$ cat src/rtl/pipe_hazard_if.sv
// Purpose: bundles the hazard-controller signal set shared between the pipeline
// datapath (master side) and the sequencing controller (slave side).
// Ports (as interface signals):
//   master -> slave : ex_valid_i, predict_miss_i, ex_is_load_i, ex_wa_i[4:0],
//                     id_rs1_i[4:0], id_rs2_i[4:0], id_rs1_used_i, id_rs2_used_i,
//                     dmem_busy_i
//   slave -> master : pc_stall_o, if_id_stall_o, id_ex_stall_o, ex_mem_stall_o,
//                     if_id_flush_o, id_ex_flush_o, redirect_o,
//                     stall_cnt_o[CNT_W-1:0], flush_cnt_o[CNT_W-1:0], err_o
interface pipe_hazard_if #(
    parameter int CNT_W = 16
);
    logic             ex_valid_i;
    logic             predict_miss_i;
    logic             ex_is_load_i;
    logic [4:0]       ex_wa_i;
    logic [4:0]       id_rs1_i;
    logic [4:0]       id_rs2_i;
    logic             id_rs1_used_i;
    logic             id_rs2_used_i;
    logic             dmem_busy_i;

    logic             pc_stall_o;
    logic             if_id_stall_o;
    logic             id_ex_stall_o;
    logic             ex_mem_stall_o;
    logic             if_id_flush_o;
    logic             id_ex_flush_o;
    logic             redirect_o;
    logic [CNT_W-1:0] stall_cnt_o;
    logic [CNT_W-1:0] flush_cnt_o;
    logic             err_o;

    modport master (
        output ex_valid_i, predict_miss_i, ex_is_load_i, ex_wa_i,
               id_rs1_i, id_rs2_i, id_rs1_used_i, id_rs2_used_i, dmem_busy_i,
        input  pc_stall_o, if_id_stall_o, id_ex_stall_o, ex_mem_stall_o,
               if_id_flush_o, id_ex_flush_o, redirect_o,
               stall_cnt_o, flush_cnt_o, err_o
    );

    modport slave (
        input  ex_valid_i, predict_miss_i, ex_is_load_i, ex_wa_i,
               id_rs1_i, id_rs2_i, id_rs1_used_i, id_rs2_used_i, dmem_busy_i,
        output pc_stall_o, if_id_stall_o, id_ex_stall_o, ex_mem_stall_o,
               if_id_flush_o, id_ex_flush_o, redirect_o,
               stall_cnt_o, flush_cnt_o, err_o
    );
endinterface

$ cat src/rtl/pipe_hazard_ctrl.sv
// Purpose: pipeline sequencing controller for the 5-stage core. Resolves data
// memory busy, branch mispredict and load-use hazards (priority BUSY > MISS > LU)
// into per-stage stall/flush enables and a PC redirect strobe. Also keeps
// saturating stall/redirect counters and a sticky data-memory timeout flag.
// Ports:
//   clk  - clock, all state on rising edge
//   rst  - synchronous reset, active high
//   bus  - pipe_hazard_if.slave: hazard inputs from ID/EX/MEM, stall/flush/
//          redirect controls, performance counters and err_o back to the core
// Outputs are combinational from registered state and current inputs.
module pipe_hazard_ctrl #(
    parameter int FLUSH_CYCLES = 1,
    parameter int MEM_TIMEOUT  = 64,
    parameter int CNT_W        = 16
) (
    input  logic          clk,
    input  logic          rst,
    pipe_hazard_if.slave  bus
);

    localparam int FC_W = (FLUSH_CYCLES > 1) ? $clog2(FLUSH_CYCLES + 1) : 1;
    localparam int WC_W = $clog2(MEM_TIMEOUT + 1);

    typedef enum logic [1:0] {
        ST_RUN     = 2'd0,
        ST_FLUSH   = 2'd1,
        ST_MEMWAIT = 2'd2
    } state_t;

    function automatic logic [CNT_W-1:0] sat_inc(input logic [CNT_W-1:0] v);
        return (&v) ? v : v + 1'b1;
    endfunction

    state_t            r_state;
    state_t            w_state_nxt;
    logic [FC_W-1:0]   r_fcnt;
    logic [FC_W-1:0]   w_fcnt_nxt;
    logic [WC_W-1:0]   r_wcnt;
    logic              r_err;
    logic [CNT_W-1:0]  r_stall_cnt;
    logic [CNT_W-1:0]  r_flush_cnt;

    logic w_busy;
    logic w_miss;
    logic w_lu;
    logic w_pc_stall;
    logic w_if_id_stall;
    logic w_id_ex_stall;
    logic w_ex_mem_stall;
    logic w_if_id_flush;
    logic w_id_ex_flush;
    logic w_redirect;

    assign w_busy = bus.dmem_busy_i;
    assign w_miss = bus.predict_miss_i & bus.ex_valid_i;
    // x0 is never a real producer, so a load targeting it cannot create a hazard.
    assign w_lu   = bus.ex_valid_i & bus.ex_is_load_i & (bus.ex_wa_i != 5'd0) &
                    ((bus.id_rs1_used_i & (bus.id_rs1_i == bus.ex_wa_i)) |
                     (bus.id_rs2_used_i & (bus.id_rs2_i == bus.ex_wa_i)));

    always_comb begin
        w_pc_stall     = 1'b0;
        w_if_id_stall  = 1'b0;
        w_id_ex_stall  = 1'b0;
        w_ex_mem_stall = 1'b0;
        w_if_id_flush  = 1'b0;
        w_id_ex_flush  = 1'b0;
        w_redirect     = 1'b0;
        w_state_nxt    = r_state;
        w_fcnt_nxt     = r_fcnt;

        if (rst) begin
            // Reset keeps bubbles flowing into the front of the pipe.
            w_if_id_flush = 1'b1;
            w_id_ex_flush = 1'b1;
            w_state_nxt   = ST_RUN;
            w_fcnt_nxt    = '0;
        end else if (w_busy) begin
            // Whole pipe frozen; the flush down-counter is frozen with it and
            // any masked MISS/LU re-presents because EX is held.
            w_pc_stall     = 1'b1;
            w_if_id_stall  = 1'b1;
            w_id_ex_stall  = 1'b1;
            w_ex_mem_stall = 1'b1;
            if (r_state != ST_FLUSH) begin
                w_state_nxt = ST_MEMWAIT;
            end
        end else if (r_state == ST_FLUSH) begin
            // EX already holds a bubble from the redirect cycle, so MISS is
            // not acted on here.
            w_if_id_flush = 1'b1;
            if (r_fcnt == FC_W'(1)) begin
                w_state_nxt = ST_RUN;
                w_fcnt_nxt  = '0;
            end else begin
                w_fcnt_nxt = r_fcnt - 1'b1;
            end
        end else begin
            // RUN, or MEMWAIT on the cycle busy drops: evaluated as RUN.
            w_state_nxt = ST_RUN;
            if (w_miss) begin
                w_redirect    = 1'b1;
                w_if_id_flush = 1'b1;
                w_id_ex_flush = 1'b1;
                if (FLUSH_CYCLES > 1) begin
                    w_state_nxt = ST_FLUSH;
                    w_fcnt_nxt  = FC_W'(FLUSH_CYCLES - 1);
                end
            end else if (w_lu) begin
                w_pc_stall    = 1'b1;
                w_if_id_stall = 1'b1;
                w_id_ex_flush = 1'b1;
            end
        end
    end

    always_ff @(posedge clk) begin
        if (rst) begin
            r_state     <= ST_RUN;
            r_fcnt      <= '0;
            r_wcnt      <= '0;
            r_err       <= 1'b0;
            r_stall_cnt <= '0;
            r_flush_cnt <= '0;
        end else begin
            r_state <= w_state_nxt;
            r_fcnt  <= w_fcnt_nxt;
            // wcnt tracks consecutive busy cycles; err latches on the busy
            // cycle that brings it to MEM_TIMEOUT.
            if (w_busy) begin
                if (r_wcnt != WC_W'(MEM_TIMEOUT)) begin
                    r_wcnt <= r_wcnt + 1'b1;
                end
                if (r_wcnt >= WC_W'(MEM_TIMEOUT - 1)) begin
                    r_err <= 1'b1;
                end
            end else begin
                r_wcnt <= '0;
            end
            if (w_pc_stall) begin
                r_stall_cnt <= sat_inc(r_stall_cnt);
            end
            if (w_redirect) begin
                r_flush_cnt <= sat_inc(r_flush_cnt);
            end
        end
    end

    assign bus.pc_stall_o     = w_pc_stall;
    assign bus.if_id_stall_o  = w_if_id_stall;
    assign bus.id_ex_stall_o  = w_id_ex_stall;
    assign bus.ex_mem_stall_o = w_ex_mem_stall;
    assign bus.if_id_flush_o  = w_if_id_flush;
    assign bus.id_ex_flush_o  = w_id_ex_flush;
    assign bus.redirect_o     = w_redirect;
    // Status reads as cleared for the whole time reset is held.
    assign bus.stall_cnt_o    = rst ? '0 : r_stall_cnt;
    assign bus.flush_cnt_o    = rst ? '0 : r_flush_cnt;
    assign bus.err_o          = r_err & ~rst;

endmodule

$ cat src/flat_wrapper.sv
// flat-port wrapper written by rule: the top's interface ports become plain ports
module pipe_hazard_ctrl_flat 
#(
    parameter int FLUSH_CYCLES = 1,
    parameter int MEM_TIMEOUT  = 64,
    parameter int CNT_W        = 16
)
  (clk, rst, bus_ex_valid_i, bus_predict_miss_i, bus_ex_is_load_i, bus_ex_wa_i, bus_id_rs1_i, bus_id_rs2_i, bus_id_rs1_used_i, bus_id_rs2_used_i, bus_dmem_busy_i, bus_pc_stall_o, bus_if_id_stall_o, bus_id_ex_stall_o, bus_ex_mem_stall_o, bus_if_id_flush_o, bus_id_ex_flush_o, bus_redirect_o, bus_stall_cnt_o, bus_flush_cnt_o, bus_err_o);
  pipe_hazard_if #(.CNT_W(CNT_W)) bus_i ();
  input  logic clk;
  input  logic rst;
  input wire logic [$bits(bus_i.ex_valid_i)-1:0] bus_ex_valid_i;
  input wire logic [$bits(bus_i.predict_miss_i)-1:0] bus_predict_miss_i;
  input wire logic [$bits(bus_i.ex_is_load_i)-1:0] bus_ex_is_load_i;
  input wire logic [$bits(bus_i.ex_wa_i)-1:0] bus_ex_wa_i;
  input wire logic [$bits(bus_i.id_rs1_i)-1:0] bus_id_rs1_i;
  input wire logic [$bits(bus_i.id_rs2_i)-1:0] bus_id_rs2_i;
  input wire logic [$bits(bus_i.id_rs1_used_i)-1:0] bus_id_rs1_used_i;
  input wire logic [$bits(bus_i.id_rs2_used_i)-1:0] bus_id_rs2_used_i;
  input wire logic [$bits(bus_i.dmem_busy_i)-1:0] bus_dmem_busy_i;
  output wire logic [$bits(bus_i.pc_stall_o)-1:0] bus_pc_stall_o;
  output wire logic [$bits(bus_i.if_id_stall_o)-1:0] bus_if_id_stall_o;
  output wire logic [$bits(bus_i.id_ex_stall_o)-1:0] bus_id_ex_stall_o;
  output wire logic [$bits(bus_i.ex_mem_stall_o)-1:0] bus_ex_mem_stall_o;
  output wire logic [$bits(bus_i.if_id_flush_o)-1:0] bus_if_id_flush_o;
  output wire logic [$bits(bus_i.id_ex_flush_o)-1:0] bus_id_ex_flush_o;
  output wire logic [$bits(bus_i.redirect_o)-1:0] bus_redirect_o;
  output wire logic [$bits(bus_i.stall_cnt_o)-1:0] bus_stall_cnt_o;
  output wire logic [$bits(bus_i.flush_cnt_o)-1:0] bus_flush_cnt_o;
  output wire logic [$bits(bus_i.err_o)-1:0] bus_err_o;
  assign bus_i.ex_valid_i = bus_ex_valid_i;
  assign bus_i.predict_miss_i = bus_predict_miss_i;
  assign bus_i.ex_is_load_i = bus_ex_is_load_i;
  assign bus_i.ex_wa_i = bus_ex_wa_i;
  assign bus_i.id_rs1_i = bus_id_rs1_i;
  assign bus_i.id_rs2_i = bus_id_rs2_i;
  assign bus_i.id_rs1_used_i = bus_id_rs1_used_i;
  assign bus_i.id_rs2_used_i = bus_id_rs2_used_i;
  assign bus_i.dmem_busy_i = bus_dmem_busy_i;
  assign bus_pc_stall_o = bus_i.pc_stall_o;
  assign bus_if_id_stall_o = bus_i.if_id_stall_o;
  assign bus_id_ex_stall_o = bus_i.id_ex_stall_o;
  assign bus_ex_mem_stall_o = bus_i.ex_mem_stall_o;
  assign bus_if_id_flush_o = bus_i.if_id_flush_o;
  assign bus_id_ex_flush_o = bus_i.id_ex_flush_o;
  assign bus_redirect_o = bus_i.redirect_o;
  assign bus_stall_cnt_o = bus_i.stall_cnt_o;
  assign bus_flush_cnt_o = bus_i.flush_cnt_o;
  assign bus_err_o = bus_i.err_o;
  pipe_hazard_ctrl #(.FLUSH_CYCLES(FLUSH_CYCLES), .MEM_TIMEOUT(MEM_TIMEOUT), .CNT_W(CNT_W)) u_core (.clk(clk), .rst(rst), .bus(bus_i));
endmodule
$ cat config.mk
export PLATFORM = sky130hd
export DESIGN_NAME = pipe_hazard_ctrl_flat
export DESIGN_NICKNAME = d
export VERILOG_FILES = /design/src/rtl/pipe_hazard_if.sv /design/src/rtl/pipe_hazard_ctrl.sv /design/src/flat_wrapper.sv
export SDC_FILE = /design/constraint.sdc
export NUM_CORES = 1
export LEC_CHECK = 0
export ABC_AREA = 1
export BUFFER_PORTS_ARGS = -buffer_cell sky130_fd_sc_hd__buf_2
export CORE_ASPECT_RATIO = 1.1
export CORE_MARGIN = 3
export CORE_UTILIZATION = 58
export CTS_BUF_LIST = sky130_fd_sc_hd__clkbuf_16
export CTS_CLUSTER_DIAMETER = 120
export DETAILED_ROUTE_END_ITERATION = 16
export PLACE_DENSITY = 0.93
export SLEW_MARGIN = 20
export SYNTH_ARGS = -nofsm -noshare
export SYNTH_HDL_FRONTEND = slang
export SYNTH_SLANG_ARGS = --single-unit
$ cat constraint.sdc
create_clock -name clk -period 3.76 [get_ports clk]
set_input_delay 0.188 -clock clk [delete_from_list [all_inputs] [get_ports clk]]
set_output_delay 0.188 -clock clk [all_outputs]
set_load 0.01 [all_outputs]
==> results.md <==
- Tmin final: about 2.1 ns
- Routability-driven placement congestion ratio: 0.9393
- Vias in the first global route: between 2000 and 3000
- Clock-pin slew on the worst setup and hold paths: around 0.06 ns
- Required time worst endpoint: between 3 and 4 ns
- Placed instance count: 510
- Fraction of layout instances using a drive strength above 1: 0.1785
- Y dimension of the die: 75.65 um
- Maximum clock frequency: 480.8 MHz
- Violation count after the first detailed-route iteration: 179
- Floorplan core area: 4114 sq um
- CTS Hold Buffers Added: 0
- TritonCTS clock tree: done
- DIE AREA: 5243 sq um
- Worst-path fanout max: 13
- Mean post-synth cell area: ~6.3 sq um
- Area growth syn-to-layout: 17.12%
- Antenna cell count: 0
- Startpoint types: flip-flop
- Area contributors post-synth: dfxtp_1, nand2_1, nor2_1
- Pin count of the biggest net entering global routing: 53
- Number of remaining DRC errors: 0
- Insertion delay to the later sink of the worst-skew pair: 0.28 ns
- Post-synthesis sequential area ratio: 0.3131
- Buffers inserted during post-CTS setup optimization: 0
- Max Buffers Root-to-Sink: 2
- Residual antenna-violating net count after detailed routing: 0
- Leakage: ~0.0014 uW
- Overall routing resource usage: 0.2396
- Status: finished clean
- Number of buffer cells added on primary ports: 62
- Number of buffers created by CTS: 5
- Distinct cells, synth: 31
- Setup repair after global routing missed its margin: no
- Highest ir drop seen on vdd: roughly 0.0003 V
- R2r startpoint: u_core.r_flush_cnt[0]
- H-tree level count: 2
- Fillers: 358
- Final worst-path cycle share: 0.5532
- Post-synthesis instance area: about 2600 sq um
- Resized Gates After CTS: 0
- Hold Crit Start: rst
- Number of endpoints with negative hold slack in the final report: 0
- Crit path capture type: flip-flop
- Non-filler cells, final: 517
- Half-perimeter wire length of the detailed placement result: 4328 um
- Flops & latches, synth: 40
- Synthesized instance count: 409
- Effective utilization at floorplan: 0.6217
- Total wire length: 6146 um
- Standard-cell rows: 24
- Root cell of the clock tree: clkbuf_16
- Category of the most critical setup path: flip-flop to flip-flop
- Number of antenna violations at the first check in global routing: 0
- Routed wirelength normalized by instance count: 11.89 um
- Remaining global-route overflow: 0
- Detailed-route vias per instance: between 5 and 6
- Total of warnings raised by yosys: 0
- Final setup violating endpoints: 0
- Maximum capacitance violations: 0
- Worst slew slack as a fraction of its limit: 0.4935
- Number of primary I/O pins: 63
- First-pass detailed-route iteration total: 5
- Count of pins over their slew limit: 0
- Via count: 2754
- DIE WIDTH: 69.32 um
- CTS sink cnt: 40
- Clock tree skew after final layout: 0.003203 ns
- Type of the worst min-delay path: primary input to flip-flop
- Biggest area consumer among synthesized cells: dfxtp_1
- Slew at the pin closest to its max-slew limit: about 0.76 ns
- Arrival @ worst endpoint: 2.25 ns
- Wire length of the first global-routing pass: between 10000 and 15000 um
- Power per standard cell area: 302.1 nW/um^2
- Area share of the leading cell type in the synthesized netlist: 0.3131
- Post-synth net total: roughly 440
- Number of nets in the final layout: 492
- Setup TNS: 0 ns
- Origin of the worst setup path: u_core.r_flush_cnt[0]
where the power goes:
part           total [uW]  switching (uW)  internal (uW)
registers             430            3.12            427
logic                76.5            50.2           26.2
clock network         398             160            238
total                 905             213            692
cell usage after synthesis (all sizes together):
| cell | n |
|---|---|
| nor3b | 5 |
| or2 | 3 |
| inv | 66 |
| nor4 | 1 |
| a31o | 1 |
| ha | 4 |
| buf | 8 |
| o311a | 1 |
| xnor2 | 1 |
| nand4 | 8 |
| clkbuf | 6 |
| o22ai | 1 |
| o21ai | 12 |
| a31oi | 1 |
| nand3 | 34 |
| nor3 | 15 |
| dfxtp | 40 |
| nand2 | 88 |
| xor2 | 12 |
| nand3b | 2 |
| nor2 | 70 |
| o21a | 1 |
| a21oi | 29 |
state kept, by name (all words and copies together), names as in the netlist:
register / count
u_core.r_wcnt: 7
u_core.r_stall_cnt: 16
u_core.r_flush_cnt: 16
u_core.r_err: 1
kinds of logic (layout without fill, tap and decap cells):
group | Yosys count | count (layout) | share of synthesized area
and+or+nand+nor | 226 | 226 | 0.3968
buffers and inverters | 80 | 136 | 0.1277
AOI/OAI and AO/OA | 46 | 46 | 0.09834
DFF | 40 | 40 | 0.3131
xor gates and xnor gates | 13 | 13 | 0.04452
adders and majority gates | 4 | 4 | 0.01957
critical path, cell delays in order (launching register included):
cell	delay, ns
dfxtp_1	0.36
ha_1	0.18
nand2_1	0.10
inv_1	0.11
nand2_1	0.07
nor2_1	0.10
nand3_1	0.09
nand2_1	0.29
inv_1	0.22
nand3b_1	0.16
inv_1	0.09
a21oi_1	0.13
nor2_1	0.06
per-layer routing:
layer  up-vias  share of wire  global-route usage  wire [um]
li1       1396              -                   -          -
met1      1239           0.42              0.2707       2557
met2       100           0.51              0.4354       3112
met3        19          0.052             0.04222        318
met4         0          0.026              0.1367        158
met5         -              0                   0          0
worst paths after layout:
path | to | slack, ns | cells past startpoint
worst max-delay path | u_core.r_flush_cnt[14] | 1.68 | 12
worst min-delay path | u_core.r_wcnt[0] | 0.25 | 4
worst max register to register | u_core.r_flush_cnt[14] | 1.68 | 12
worst min register to register | u_core.r_stall_cnt[15] | 0.46 | 2
final cells by class:
cell class	count	area, sq um	share of cell area
inverters	66	247.7	0.08271
clock inverters	2	8.758	0.002924
clock buffers	5	125.1	0.04177
multi-input cells	289	1430	0.4774
well taps	52	65.06	0.02172
flip-flops and latches	40	800.8	0.2673
repair buffers	63	317.8	0.1061
placed cells by master, fill, tap and decap left out:
cell type,n
a21oi_1,27
a31oi_1,1
inv_1,67
clkbuf_16,5
nand2_2,2
o21a_1,1
buf_2,62
nand3b_1,2
dfxtp_1,40
xor2_1,12
or2_2,3
clkinv_2,1
nor3_1,12
o311a_1,1
nor2_1,69
nor3b_1,5
buf_4,1
nand2_1,84
nand4_1,8
o22ai_1,1
a31o_2,1
ha_1,4
nor3_2,2
nor2_4,1
nor3_4,1
nor4_1,1
nand3_1,34
a21oi_2,2
nand2_4,2
o21ai_0,12
xnor2_1,1
per-stage QoR:
step	area [sq um]	setup slack, ns	util	hold slack [ns]	power [uW]
final	2995	1.680	0.7281	0.2464	905.0
after global placement	2861	1.743	0.6956	0.4491	511.5
after CTS	2995	1.692	0.7281	0.2469	912.1
after global routing	2995	1.366	0.7281	0.3008	935.9
after detailed placement	2861	1.719	0.6956	0.4563	513.7
after floorplan	2557	2.190	-	0.4390	489.8
Note: power is estimated with default switching activity, not from simulation.
